--- config.mk ---
export PLATFORM = sky130hd
export DESIGN_NAME = rx_frame_logger
export DESIGN_NICKNAME = d
export VERILOG_FILES = /design/src/rtl/l2sw_pkg.sv /design/src/rtl/rx_frame_logger_rr_arbiter.sv /design/src/rtl/rx_frame_logger.sv
export SDC_FILE = /design/constraint.sdc
export NUM_CORES = 1
export LEC_CHECK = 0
export BUFFER_PORTS_ARGS = -buffer_cell sky130_fd_sc_hd__buf_4
export CORE_UTILIZATION = 45
export DETAILED_ROUTE_END_ITERATION = 16
export GPL_TIMING_DRIVEN = 0
export PLACE_DENSITY = 0.75
export SLEW_MARGIN = 20
export SYNTH_ARGS = -nofsm -noshare
export SYNTH_HDL_FRONTEND = slang
export SYNTH_SLANG_ARGS = --single-unit
--- constraint.sdc ---
create_clock -name FPGA_CLK -period 14.2 [get_ports FPGA_CLK]
set_clock_uncertainty 0.1 [all_clocks]
set_input_delay 1.42 -clock FPGA_CLK [delete_from_list [all_inputs] [get_ports FPGA_CLK]]
set_output_delay 1.42 -clock FPGA_CLK [all_outputs]
set_load 0.01 [all_outputs]
--- src/rtl/l2sw_pkg.sv ---
// Shared L2 switch simulator types: frame layout {SFD, DST, SRC, PAYLOAD},
// MAC constants and the receive-log entry format.
package l2sw_pkg;

    localparam logic [3:0] SFD   = 4'b0101;
    localparam logic [3:0] MAC_A = 4'hA;
    localparam logic [3:0] MAC_B = 4'hB;
    localparam logic [3:0] MAC_C = 4'hC;
    localparam logic [3:0] MAC_D = 4'hD;

    localparam int unsigned FIELD_W = 4;
    localparam int unsigned SFD_LSB = 12;
    localparam int unsigned DST_LSB = 8;
    localparam int unsigned SRC_LSB = 4;
    localparam int unsigned PAY_LSB = 0;

    typedef logic [15:0] frame_t;

    typedef struct packed {
        logic [1:0] port;
        frame_t     frame;
    } log_entry_t;

    function automatic logic [FIELD_W-1:0] frame_field(input frame_t f, input int unsigned lsb);
        return f[lsb +: FIELD_W];
    endfunction

endpackage

--- src/rtl/rx_frame_logger_rr_arbiter.sv ---
// Round-robin arbiter: one-hot grant, search starts one past the last grant.
module rr_arbiter #(
    parameter int N = 4
) (
    input  logic         FPGA_CLK,
    input  logic         sys_rst,
    input  logic [N-1:0] req,
    input  logic         advance,
    output logic [N-1:0] grant
);

    localparam int PTR_W = (N > 1) ? $clog2(N) : 1;

    logic [PTR_W-1:0] ptr_q, ptr_d;
    logic             found;
    int unsigned      idx;

    always_comb begin
        grant = '0;
        ptr_d = ptr_q;
        found = 1'b0;
        idx   = 0;
        for (int unsigned k = 0; k < N; k++) begin
            idx = (32'(ptr_q) + k) % N;
            if (!found && req[idx]) begin
                found      = 1'b1;
                grant[idx] = 1'b1;
                if (advance) begin
                    ptr_d = PTR_W'((idx + 1) % N);
                end
            end
        end
    end

    always_ff @(posedge FPGA_CLK or posedge sys_rst) begin
        if (sys_rst) begin
            ptr_q <= '0;
        end else begin
            ptr_q <= ptr_d;
        end
    end

endmodule

--- src/rtl/rx_frame_logger.sv ---
// Receive-side frame logger: captures end-device frames into an append-only
// browsable log. Optional SFD rejection is enabled by RXLOG_SFD_CHECK_EN.
module rx_frame_logger
    import l2sw_pkg::*;
#(
    parameter int NUM_PORTS = 4,
    parameter int DEPTH     = 8,
    parameter int FRAME_W   = 16
) (
    input  logic                         FPGA_CLK,
    input  logic                         sys_rst,
    input  logic [NUM_PORTS*FRAME_W-1:0] rx_frame_flat,
    input  logic [NUM_PORTS-1:0]         frame_rx_valid,
    input  logic                         clear,
    input  logic                         next_btn,
    output logic                         sel_valid,
    output logic [3:0]                   sel_index,
    output logic [1:0]                   sel_port,
    output logic [3:0]                   sel_dst,
    output logic [3:0]                   sel_src,
    output logic [3:0]                   sel_payload,
    output logic [4:0]                   log_count,
    output logic                         overflow,
    output logic [7:0]                   drop_count
);

    localparam int IDX_W = $clog2(DEPTH);

`ifdef RXLOG_SFD_CHECK_EN
    localparam bit SFD_CHECK = 1'b1;
`else
    localparam bit SFD_CHECK = 1'b0;
`endif

    logic [NUM_PORTS-1:0] v_d1_q, v_d1_d;
    logic                 btn_d1_q, btn_d1_d;
    logic [NUM_PORTS-1:0] slot_full_q, slot_full_d;
    frame_t               slot_frame_q [NUM_PORTS];
    frame_t               slot_frame_d [NUM_PORTS];
    log_entry_t           mem_q [DEPTH];
    log_entry_t           mem_d [DEPTH];
    logic [4:0]           log_count_q, log_count_d;
    logic [3:0]           view_idx_q, view_idx_d;
    logic                 overflow_q, overflow_d;
    logic [7:0]           drop_count_q, drop_count_d;

    logic                 sel_valid_q, sel_valid_d;
    logic [3:0]           sel_index_q, sel_index_d;
    logic [1:0]           sel_port_q, sel_port_d;
    logic [3:0]           sel_dst_q, sel_dst_d;
    logic [3:0]           sel_src_q, sel_src_d;
    logic [3:0]           sel_payload_q, sel_payload_d;

    logic [NUM_PORTS-1:0] arrival;
    logic [NUM_PORTS-1:0] grant;
    logic [1:0]           gnt_port;
    frame_t               in_frame;
    logic [3:0]           drops;
    logic [8:0]           drop_sum;
    logic                 sfd_bad;
    logic [IDX_W-1:0]     view_rd;

    assign arrival = frame_rx_valid & ~v_d1_q;

    rr_arbiter #(
        .N(NUM_PORTS)
    ) u_arb (
        .FPGA_CLK (FPGA_CLK),
        .sys_rst  (sys_rst),
        .req      (slot_full_q),
        .advance  (~clear),
        .grant    (grant)
    );

    always_comb begin
        v_d1_d       = frame_rx_valid;
        btn_d1_d     = next_btn;
        slot_full_d  = slot_full_q;
        slot_frame_d = slot_frame_q;
        mem_d        = mem_q;
        log_count_d  = log_count_q;
        view_idx_d   = view_idx_q;
        overflow_d   = overflow_q;
        drop_count_d = drop_count_q;
        drops        = '0;
        gnt_port     = '0;
        in_frame     = '0;
        sfd_bad      = 1'b0;
        drop_sum     = '0;

        for (int unsigned p = 0; p < NUM_PORTS; p++) begin
            if (grant[p]) begin
                gnt_port       = 2'(p);
                slot_full_d[p] = 1'b0;
            end
        end

        // A granted slot frees up this cycle, so an arrival there reloads it rather than dropping.
        for (int unsigned p = 0; p < NUM_PORTS; p++) begin
            in_frame = frame_t'(rx_frame_flat[p*FRAME_W +: FRAME_W]);
            sfd_bad  = SFD_CHECK && (frame_field(in_frame, SFD_LSB) != SFD);
            if (arrival[p]) begin
                if (sfd_bad || (slot_full_q[p] && !grant[p])) begin
                    drops = drops + 4'd1;
                end else begin
                    slot_full_d[p]  = 1'b1;
                    slot_frame_d[p] = in_frame;
                end
            end
        end

        if (|grant) begin
            if (log_count_q == 5'(DEPTH)) begin
                drops = drops + 4'd1;
            end else begin
                mem_d[log_count_q[IDX_W-1:0]] = {gnt_port, slot_frame_q[gnt_port]};
                log_count_d = log_count_q + 5'd1;
            end
        end

        drop_sum     = {1'b0, drop_count_q} + 9'(drops);
        drop_count_d = drop_sum[8] ? 8'hFF : drop_sum[7:0];
        if (drops != '0) begin
            overflow_d = 1'b1;
        end

        if (next_btn && !btn_d1_q && (log_count_q != '0)) begin
            if ({1'b0, view_idx_q} == log_count_q - 5'd1) begin
                view_idx_d = '0;
            end else begin
                view_idx_d = view_idx_q + 4'd1;
            end
        end

        if (clear) begin
            slot_full_d  = '0;
            mem_d        = mem_q;
            log_count_d  = '0;
            view_idx_d   = '0;
            overflow_d   = 1'b0;
            drop_count_d = '0;
        end
    end

    assign view_rd = view_idx_q[IDX_W-1:0];

    always_comb begin
        sel_valid_d   = (log_count_q != '0);
        sel_index_d   = '0;
        sel_port_d    = '0;
        sel_dst_d     = '0;
        sel_src_d     = '0;
        sel_payload_d = '0;
        if (sel_valid_d) begin
            sel_index_d   = view_idx_q;
            sel_port_d    = mem_q[view_rd].port;
            sel_dst_d     = frame_field(mem_q[view_rd].frame, DST_LSB);
            sel_src_d     = frame_field(mem_q[view_rd].frame, SRC_LSB);
            sel_payload_d = frame_field(mem_q[view_rd].frame, PAY_LSB);
        end
    end

    always_ff @(posedge FPGA_CLK or posedge sys_rst) begin
        if (sys_rst) begin
            v_d1_q        <= '0;
            btn_d1_q      <= 1'b0;
            slot_full_q   <= '0;
            slot_frame_q  <= '{default: '0};
            log_count_q   <= '0;
            view_idx_q    <= '0;
            overflow_q    <= 1'b0;
            drop_count_q  <= '0;
            sel_valid_q   <= 1'b0;
            sel_index_q   <= '0;
            sel_port_q    <= '0;
            sel_dst_q     <= '0;
            sel_src_q     <= '0;
            sel_payload_q <= '0;
        end else begin
            v_d1_q        <= v_d1_d;
            btn_d1_q      <= btn_d1_d;
            slot_full_q   <= slot_full_d;
            slot_frame_q  <= slot_frame_d;
            log_count_q   <= log_count_d;
            view_idx_q    <= view_idx_d;
            overflow_q    <= overflow_d;
            drop_count_q  <= drop_count_d;
            sel_valid_q   <= sel_valid_d;
            sel_index_q   <= sel_index_d;
            sel_port_q    <= sel_port_d;
            sel_dst_q     <= sel_dst_d;
            sel_src_q     <= sel_src_d;
            sel_payload_q <= sel_payload_d;
        end
    end

    // Log storage carries no reset; entries beyond log_count are never displayed.
    always_ff @(posedge FPGA_CLK) begin
        mem_q <= mem_d;
    end

    assign sel_valid   = sel_valid_q;
    assign sel_index   = sel_index_q;
    assign sel_port    = sel_port_q;
    assign sel_dst     = sel_dst_q;
    assign sel_src     = sel_src_q;
    assign sel_payload = sel_payload_q;
    assign log_count   = log_count_q;
    assign overflow    = overflow_q;
    assign drop_count  = drop_count_q;

endmodule
Yosys cells after proc, flatten, opt, wreduce, memory -nomap -nowiden
Cells that the tools add are included.
{"block": "classes", "n_reduce_logical": 34, "n_eq_ne": 3, "muxes": 81, "order_cmp": 12, "add_sub_neg": 14, "n_bitwise": 14}
{"cell": "bitwise mux 144 bit", "n": 1}
{"cell": "two-way mux 4 bit", "n": 20}
{"cell": "binary-select mux 18 bit (select 3 bit)", "n": 1}
{"cell": "demux 18 bit (select 3 bit)", "n": 1}
{"cell": "two-way mux 18 bit", "n": 3}
{"cell": "binary-select mux 16 bit (select 2 bit)", "n": 1}
{"cell": "two-way mux 16 bit", "n": 2}
{"cell": "two-way mux 1 bit", "n": 28}
{"cell": "two-way mux 2 bit", "n": 11}
{"cell": "adder 4 x 1 -> 4 bit (second input constant)", "n": 5}
{"cell": "two-way mux 8 bit", "n": 2}
{"cell": "two-way mux 5 bit", "n": 3}
{"cell": "logical AND 1 bit", "n": 14}
{"cell": "less-than comparator 2 x 3 -> 1 bit (second input constant)", "n": 4}
{"cell": "bitwise OR 4 bit", "n": 3}
{"cell": "AND reduction 2 bit", "n": 5}
{"cell": "adder 8 x 4 -> 9 bit", "n": 1}
{"cell": "adder 2 x 1 -> 2 bit (second input constant)", "n": 4}
{"cell": "binary-select mux 1 bit (select 2 bit)", "n": 4}
{"cell": "demux 1 bit (select 2 bit)", "n": 4}
{"cell": ">= comparator 2 x 1 -> 1 bit (second input constant)", "n": 4}
{"cell": ">= comparator 4 bit (second input constant)", "n": 2}
{"cell": "logical NOT 1 bit", "n": 8}
{"cell": "NOT 3 -> 4 bit", "n": 2}
{"cell": "other kinds (17)", "n": 25}
{"block": "word_totals", "ff_bits": 256, "word_cells": 192, "out_inout_bits": 33, "inputBits": 72}

Logic depth before layout (Yosys ltp)
Gate-level depths: netlist (run 1).
{"block": "logic_depth", "depth_word": 31, "depth_mapped": 34, "ltp_nobuf": 30}

By module
A second synthesis (run 1) with hierarchy kept.
{"block": "unflattened", "cells_unflattened": 635, "hier_area_um2": 9325.2}
{"module": "rx_frame_logger", "area_each_um2": 8718.4, "instances": 1, "cells_per_inst": 568}
{"module": "rr_arbiter", "area_each_um2": 606.8, "instances": 1, "cells_per_inst": 67}

Worst setup path after synthesis (run 1)
OpenSTA, ideal clock, no wires.
{"block": "synth_path", "path_type": "reg2reg", "start": "register with a tool-made name", "end": "register drop_count_q[7] (netlist: drop_count[7])", "required_time_ns": 13.968, "path_slack_ns": 7.698, "period_less_slack_ns": 6.502, "path_stages_with_launch": 32, "arrival_time_ns": 6.270, "path_cell_list": "dfrtp_1 -> buf_6 -> inv_1 -> ha_1 -> buf_6 -> mux2_4 -> or3_1 -> buf_2 -> a21oi_2 -> a2bb2oi_4 -> nand2_1 -> nor2_1 -> ha_1 -> a32oi_2 -> inv_1 -> ha_1 -> and3_4 -> or2_2 -> ha_1 -> or3_1 -> o31ai_4 -> inv_2 -> ha_1 -> mux2_4 -> ha_1 -> a21o_1 -> a21oi_1 -> nor2b_1 -> o21ai_0 -> nor2_1 -> o21ai_0 -> nor2_1"}
{"item": "end signal, assigned", "line_no": "rx_frame_logger.sv:187", "rtl": "drop_count_q <= drop_count_d;"}
{"item": "end, declared", "line_no": "rx_frame_logger.sv:45", "rtl": "logic [7:0] drop_count_q, drop_count_d;"}

==> results.yml, run 1 <==
routing:
  vias: 5563
  drtIter0Drc: 327
  firstDrtPassIters: 4
  routed_wl_um: 19200
  drtAntennaViolNets: 0
  via_per_inst: 5.35
  drc: 0
  detail_route.wl_per_cell_um: 18.5
timing:
  drv_slew: 0
  fin_tns_setup_ns: 0
  relSlewSlack: 0.346
  fin_crit_ns: 7.08
  finalCritPeriodShare: 0.499
  worst_slew_pin_slew_ns: 0.981
  final-hold-violation-count: 0
  fmax_ghz: 0.141
  rsz0062_at_grt: "false"
  setup_violations: 0
  whs_ns: 0.378
logic_synthesis:
  yosysWarnings: 0
  synthesis.nets: 728
  yosysSeqAreaShare: 0.613
  avgSynthCellArea_um2: 14.8
  synth_most_common_cell: "edfxtp_1"
  yosys.area.top_type_share: 0.357
  synth_edf_count: 112
  synthArstFlopShare: 0.462
  syn-instance-count: 635
  synth_top_area_cell: "edfxtp_1"
  synth_cell_types: 62
  synth_area_mm2: 0.00941
  ys.flop_type: "edfxtp_1"
  synthTopCellsByCount: "edfxtp_1, dfrtp_1, nor2_1"
  yosys-top-cells-area: "edfxtp_1, dfrtp_1, mux4_2"
  ys_ff_latch: 208
global_route:
  grt_pass1_wl_um: 31500
  grt_usage: 0.187
  antenna_found_initial: 0
  grt_max_degree: 63
  overflow: 0
  grt_pass1_vias: 5700
clocking:
  root_buffer: "clkbuf_16"
  clk_latency_ns: 0.51
  cts.repair.resized: 0
  htreeDepth: 1
  cts_tree: "built"
  cts_max_path_buffers: 3
  cts.clk_slew.worst_paths_ns: 0.06
  cts.sinks: 208
  cts_setup_buffers: 0
  numCtsBuffers: 23
  hold_buffers: 0
floorplan:
  num_rows: 52
  initial_core_util: 0.462
  die-width_um: 147
  pin_count: 105
  core_mm2: 0.0204
  die_area_mm2: 0.0215
  die_y_um: 147
critical_path:
  crit_family: "adder cells"
  cp.required_ns: 14.48
  crit_path_start_kind: "register"
  cp.arrival_ns: 7.36
  r2r_slack_ns: 7.12
  slowest_stage: "dfrtp_1"
  end_kind: "register"
  criticalPathCategory: "register to register"
  slowest_delay_ns: 0.46
  critical_path_buf_inv_count: 6
  cpMostUsedCell: "ha_1"
  worstPathMaxFanout: 8
status:
  outcome: "completed"
min_path:
  hold_class: "register to register"
  min-delay-start: "slot_frame_q[0]"
power_and_ir_drop:
  power_density_mw_per_mm2: 203
  p_leak_nw: 4.52
  vdd_ir_drop_max_uv: 121
final_layout:
  antenna_cells: 0
  drive_above_1_share: 0.288
  fin_util: 0.556
  syn_to_final_growth_pct: 20.2
  fin_cells: 1040
  num-nets-final: 846
placement:
  io_buffers: 88
  dp_hpwl_um: 13500
  dp.cells: 998
  gp_congestion: 0.852
flow_run:
  maxCapViolCount: 0
==> sequential cells by signal, indices dropped and copies added, names as in the netlist, named ones only <==
name and count:
slot_frame_q 48, v_d1_q 4, drop_count 8, mem_q 112
u_arb.ptr_q 1, slot_full_q 4, sel_port 2, sel_valid 1
overflow 1, sel_index 4, sel_dst 4, view_idx_q 4
sel_src 4, sel_payload 4, log_count 5, btn_d1_q 1
==> stage by stage <==
step                      power, mW  cell area [um^2]  setup WS [ns]
after global placement         1.66             10400           7.22
after CTS                      2.32             11300           7.16
after floorplan                1.45              9410           7.70
after detailed placement       1.70             10500           7.17
after global routing           2.43             11300           6.67
final                          2.30             11300           7.12
==> placed cells by master (no fill, tap or decap), types with 7 or more instances in the layout <==
master,instances
ha_1,20
mux2i_1,30
nor2_1,47
buf_4,89
nor2b_1,10
xor2_1,10
a21oi_1,25
nand3_1,10
xnor2_1,7
mux2_2,18
edfxtp_1,112
buf_2,9
mux2_1,45
inv_1,16
nand2_1,30
clkbuf_16,23
dfrtp_1,96
o21ai_0,12
buf_6,8
clkbuf_1,20
mux4_2,32
==> power breakdown <==
part / internal (mW) / leakage [nW] / switching, mW
sequential: 0.877 / 2.22 / 0.0486
clock: 0.372 / 0.386 / 0.241
combinational: 0.311 / 1.91 / 0.451
total: 1.56 / 4.52 / 0.741
==> layer usage <==
layer | vias to the layer above | routed length [um] | track usage
met2 | 164 | 9200 | 0.306
met5 | - | 0 | 0
met3 | 30 | 973 | 0.0278
li1 | 2608 | - | -
met1 | 2761 | 8660 | 0.259
met4 | 0 | 390 | 0.0526
==> worst paths after layout <==
| kind | to | cells after the start |
|---|---|---|
| setup / recovery | drop_count[7] | 31 |
| min in group asynchronous | drop_count[1] | 2 |
| max in group asynchronous | slot_full_q[3] | 3 |
| hold / removal | slot_frame_q[0] | 1 |
| setup reg to reg | drop_count[7] | 31 |
| hold reg to reg | slot_frame_q[0] | 1 |
==> cell type report <==
cell class,count,area (um^2)
Tap cell,270,338
Fill cell,1645,9050
Timing Repair Buffer,93,733
Multi-Input combinational cell,375,3440
Inverter,18,72.6
Sequential cell,208,5770
Clock buffer,30,632
Clock inverter,12,163
Buffer,34,173
==> kinds of logic (layout without fill, tap and decap cells) <==
kind of cell,after synthesis,count (layout),share of synthesized area
AOI/OAI and AO/OA,73,73,0.0582
xor gates and xnor gates,18,18,0.0175
adders and majority gates,21,21,0.0287
buffers and inverters,52,187,0.0255
DFF,208,208,0.613
muxes,127,127,0.187
and+or+nand+nor,136,136,0.0704
(Power assumes the default switching activity.)
==> inputs of run 2 (changes only) <==
==> constraint.sdc (replaced) <==
create_clock -name FPGA_CLK -period 7.2 [get_ports FPGA_CLK]
set_clock_uncertainty 0.1 [all_clocks]
set_input_delay 0.72 -clock FPGA_CLK [delete_from_list [all_inputs] [get_ports FPGA_CLK]]
set_output_delay 0.72 -clock FPGA_CLK [all_outputs]
set_load 0.01 [all_outputs]
==> results.yml, run 2 (synthesis results as in run 1) <==
floorplan:
  die-width_um: 147
  core_mm2: 0.0204
  pin_count: 105
  die_y_um: 147
  initial_core_util: 0.462
  num_rows: 52
  die_area_mm2: 0.0215
timing:
  rsz0062_at_grt: "false"
  setup_violations: 0
  fin_tns_setup_ns: 0
  finalCritPeriodShare: 0.951
  post-route-worst-setup-slack_ns: 0.351
  fmax_ghz: 0.146
  relSlewSlack: 0.327
  final-hold-violation-count: 0
  fin_crit_ns: 6.85
  worst_slew_pin_slew_ns: 1.01
  drv_slew: 0
power_and_ir_drop:
  power.total_mw: 4.56
  p_leak_nw: 4.52
  vdd_ir_drop_max_uv: 239
  power_density_mw_per_mm2: 402
clocking:
  cts.sinks: 208
  cts_tree: "built"
  cts.clk_slew.worst_paths_ns: 0.06
  htreeDepth: 1
  numCtsBuffers: 23
  clk_latency_ns: 0.51
  hold_buffers: 0
  cts_max_path_buffers: 3
  root_buffer: "clkbuf_16"
routing:
  drtAntennaViolNets: 0
  firstDrtPassIters: 5
  via_per_inst: 5.35
  drtIter0Drc: 278
  drc: 0
  vias: 5577
  routed_wl_um: 19200
  detail_route.wl_per_cell_um: 18.5
critical_path:
  rr_worst_depth: 31
  cp.arrival_ns: 7.12
  cp.required_ns: 7.47
  criticalPathCategory: "register to register"
  end_kind: "register"
  slowest_delay_ns: 0.44
  crit_path_start_kind: "register"
  cpMostUsedCell: "ha_1"
  r2r_slack_ns: 0.35
  slowest_stage: "dfrtp_2"
  reg2reg_to: "drop_count[7]"
  worstPathMaxFanout: 8
final_layout:
  final_area_mm2: 0.0114
  drive_above_1_share: 0.294
  num-nets-final: 848
  final_common_cell: "edfxtp_1"
  nFillCells: 1643
  top_register: "mem_q"
  antenna_cells: 0
  fin_util: 0.558
  largest_reg_flops: 112
  final_cell_mix: "edfxtp_1, dfrtp_1, buf_4, nor2_1, mux2_1"
  syn_to_final_growth_pct: 20.7
flow_run:
  maxCapViolCount: 0
global_route:
  grt_usage: 0.187
  grt_busiest_layer: "met2"
  grt_pass1_wl_um: 31500
  grt_max_degree: 63
  overflow: 0
  grt_use_met1: 0.259
  antenna_found_initial: 0
  grt_pass1_vias: 5700
  grt_util_met2: 0.306
  grtUsageMet3: 0.0278
placement:
  dpl_cell_area_mm2: 0.0105
  dp_slack_ns: 0.167
  gp_congestion: 0.852
  dp_hpwl_um: 13500
  io_buffers: 88
min_path:
  hold_class: "input port to asynchronous set/reset pin"
status:
  outcome: "completed"
-- run 2: critical path: cells and delay by family (launching register included) --
| family | cells | cell delay (ns) |
|---|---|---|
| buffers and inverters | 6 | 0.77 |
| muxes | 2 | 0.59 |
| AOI/OAI and AO/OA | 8 | 1.49 |
| and+or+nand+nor | 9 | 1.58 |
| DFF | 1 | 0.44 |
| adders and majority gates | 6 | 1.71 |
-- run 2: worst max path at each step --
stage                     to  slack, ns      from
2_1_floorplan  drop_count[7]       0.70  register
3_3_place_gp   drop_count[7]       0.22  register
3_5_place_dp   drop_count[7]       0.17  register
4_1_cts        drop_count[7]       0.16  register
5_1_grt        drop_count[7]      0.005  register
6_report       drop_count[7]       0.35  register
-- run 2: report_power, final --
part	internal (mW)	total [mW]	switching [mW]
logic	0.627	1.53	0.900
clock network	0.734	1.21	0.476
registers	1.73	1.83	0.0959
total	3.09	4.56	1.47
-- run 2: what timing repair did --
action	CTS	global route
endpoints found under the setup margin	0	7
setup buffers	0	2
resized for setup	0	6
-- run 2: final cells by class --
| class | instances | area [um^2] | area share |
|---|---|---|---|
| clock inverters | 12 | 163 | 0.0143 |
| clock buffers | 30 | 632 | 0.0556 |
| multi-input cells | 375 | 3460 | 0.305 |
| inverters | 18 | 72.6 | 0.00639 |
| repair buffers | 95 | 748 | 0.0659 |
| flip-flops and latches | 208 | 5770 | 0.508 |
| plain buffers | 34 | 173 | 0.0152 |
| well taps | 270 | 338 | 0.0297 |
-- run 2: layer usage --
metal,part of all wire,wire (um),vias up
met5,0,0,-
met4,0.020,391,0
met3,0.053,1020,30
met2,0.48,9240,171
met1,0.45,8580,2762
li1,-,-,2614
-- run 2: metrics by stage --
step	hold WS (ns)	instances
after floorplan	0.350	635
final	0.0978	1042
after detailed placement	0.371	998
after CTS	0.0994	1040
after global placement	0.363	993
after global routing	0.112	1042
==> inputs of run 3 (changes only) <==
--- a/config.mk
+++ b/config.mk
@@ -10,6 +10,7 @@
 export DETAILED_ROUTE_END_ITERATION = 16
 export GPL_TIMING_DRIVEN = 0
 export PLACE_DENSITY = 0.75
+export RECOVER_POWER = 25
 export SLEW_MARGIN = 20
 export SYNTH_ARGS = -nofsm -noshare
 export SYNTH_HDL_FRONTEND = slang
==> results.yml, run 3 (synthesis results as in run 1) <==
global_route:
  grt_max_degree: 63
  grt_pass1_vias: 5700
  grt_usage: 0.187
  grt_pass1_wl_um: 31500
  antenna_found_initial: 0
  overflow: 0
routing:
  via_per_inst: 5.35
  vias: 5575
  detail_route.wl_per_cell_um: 18.5
  drtAntennaViolNets: 0
  firstDrtPassIters: 4
  drtIter0Drc: 316
  drc: 0
  routed_wl_um: 19200
floorplan:
  pin_count: 105
  die_y_um: 147
  die-width_um: 147
  initial_core_util: 0.462
  die_area_mm2: 0.0215
  num_rows: 52
  core_mm2: 0.0204
timing:
  final-hold-violation-count: 0
  finalCritPeriodShare: 0.951
  setup_violations: 0
  fin_tns_setup_ns: 0
  post-route-worst-setup-slack_ns: 0.351
  drv_slew: 99
  relSlewSlack: -1.20
  rsz0062_at_grt: "false"
  worst_slew_pin_slew_ns: 3.30
  fin_crit_ns: 6.85
  fmax_ghz: 0.146
status:
  outcome: "finished, violations left"
  violations: "max-capacitance violations, max-slew violations"
final_layout:
  largest_reg_flops: 112
  top_register: "mem_q"
  final_common_cell: "edfxtp_1"
  nFillCells: 1652
  syn_to_final_growth_pct: 19.9
  final_cell_mix: "edfxtp_1, dfrtp_1, buf_4, nor2_1, mux2_1"
  final_area_mm2: 0.0113
  num-nets-final: 848
  drive_above_1_share: 0.276
  antenna_cells: 0
clocking:
  root_buffer: "clkbuf_16"
  hold_buffers: 0
  htreeDepth: 1
  cts_max_path_buffers: 3
  numCtsBuffers: 23
  cts.clk_slew.worst_paths_ns: 0.06
  cts.sinks: 208
  cts_tree: "built"
  clk_latency_ns: 0.51
placement:
  dp_slack_ns: 0.167
  dpl_cell_area_mm2: 0.0105
  io_buffers: 88
  dp_hpwl_um: 13500
  gp_congestion: 0.852
critical_path:
  criticalPathCategory: "register to register"
  end_kind: "register"
  slowest_delay_ns: 0.44
  critical_path_buf_inv_count: 6
  slowest_stage: "dfrtp_2"
  cpMostUsedCell: "ha_1"
  worstPathMaxFanout: 8
  cp.required_ns: 7.47
  rr_worst_depth: 31
  cp.arrival_ns: 7.12
  r2r_slack_ns: 0.35
  reg2reg_to: "drop_count[7]"
  crit_path_start_kind: "register"
  crit_family: "adder cells"
power_and_ir_drop:
  p_leak_nw: 4.45
  vdd_ir_drop_max_uv: 240
  power_density_mw_per_mm2: 403
min_path:
  min-delay-start: "frame_rx_valid[1]"
  hold_end: "v_d1_q[1]"
  hold_depth: 1
  hold_class: "input port to register"
flow_run:
  maxCapViolCount: 2
-- run 3: cell types whose count changed in the layout (fill, tap and decap cells not counted), sizes merged --
cell      delta
buf         -18
clkbuf      +18
clkinvlp     +1
inv          -1
-- run 3: worst max path at each step --
stage | end | slack, ns | cells past startpoint
after floorplan | drop_count[7] | 0.70 | 31
after global placement | drop_count[7] | 0.22 | 31
after detailed placement | drop_count[7] | 0.17 | 31
after CTS | drop_count[7] | 0.16 | 31
after global routing | drop_count[7] | 0.005 | 31
final | drop_count[7] | 0.35 | 31
-- run 3: per-stage QoR --
step | utilization | power (mW) | instances | hold slack [ns]
final | 0.554 | 4.55 | 1042 | 0.251
after global routing | 0.554 | 4.79 | 1042 | 0.245
after CTS | 0.556 | 4.57 | 1040 | 0.0994
after detailed placement | 0.517 | 3.34 | 998 | 0.371
after global placement | 0.511 | 3.28 | 993 | 0.363
after floorplan | - | 2.87 | 635 | 0.350
-- run 3: area by class of cell --
class	count	area (um^2)	share of cell area
flip-flops and latches	208	5770	0.511
multi-input cells	375	3460	0.307
repair buffers	95	676	0.0599
clock buffers	30	632	0.0560
well taps	270	338	0.0299
plain buffers	34	173	0.0153
clock inverters	12	163	0.0144
inverters	18	68.8	0.00610
-- run 3: power by group --
part           switching, mW  internal [mW]
Sequential            0.0950           1.73
Combinational          0.900          0.609
Clock                  0.477          0.735
Total                   1.47           3.07
-- run 3: layer usage --
metal	global-route usage	up-vias	part of all wire
met1	0.259	2765	0.44
met4	0.0526	0	0.020
met5	0	-	0
li1	-	2616	-
met2	0.306	164	0.48
met3	0.0278	30	0.057
-- run 3: timing repair --
item                       4_1_cts  5_1_grt
gates resized for setup          0        6
setup endpoints to repair        0        7
buffers inserted                 0        2
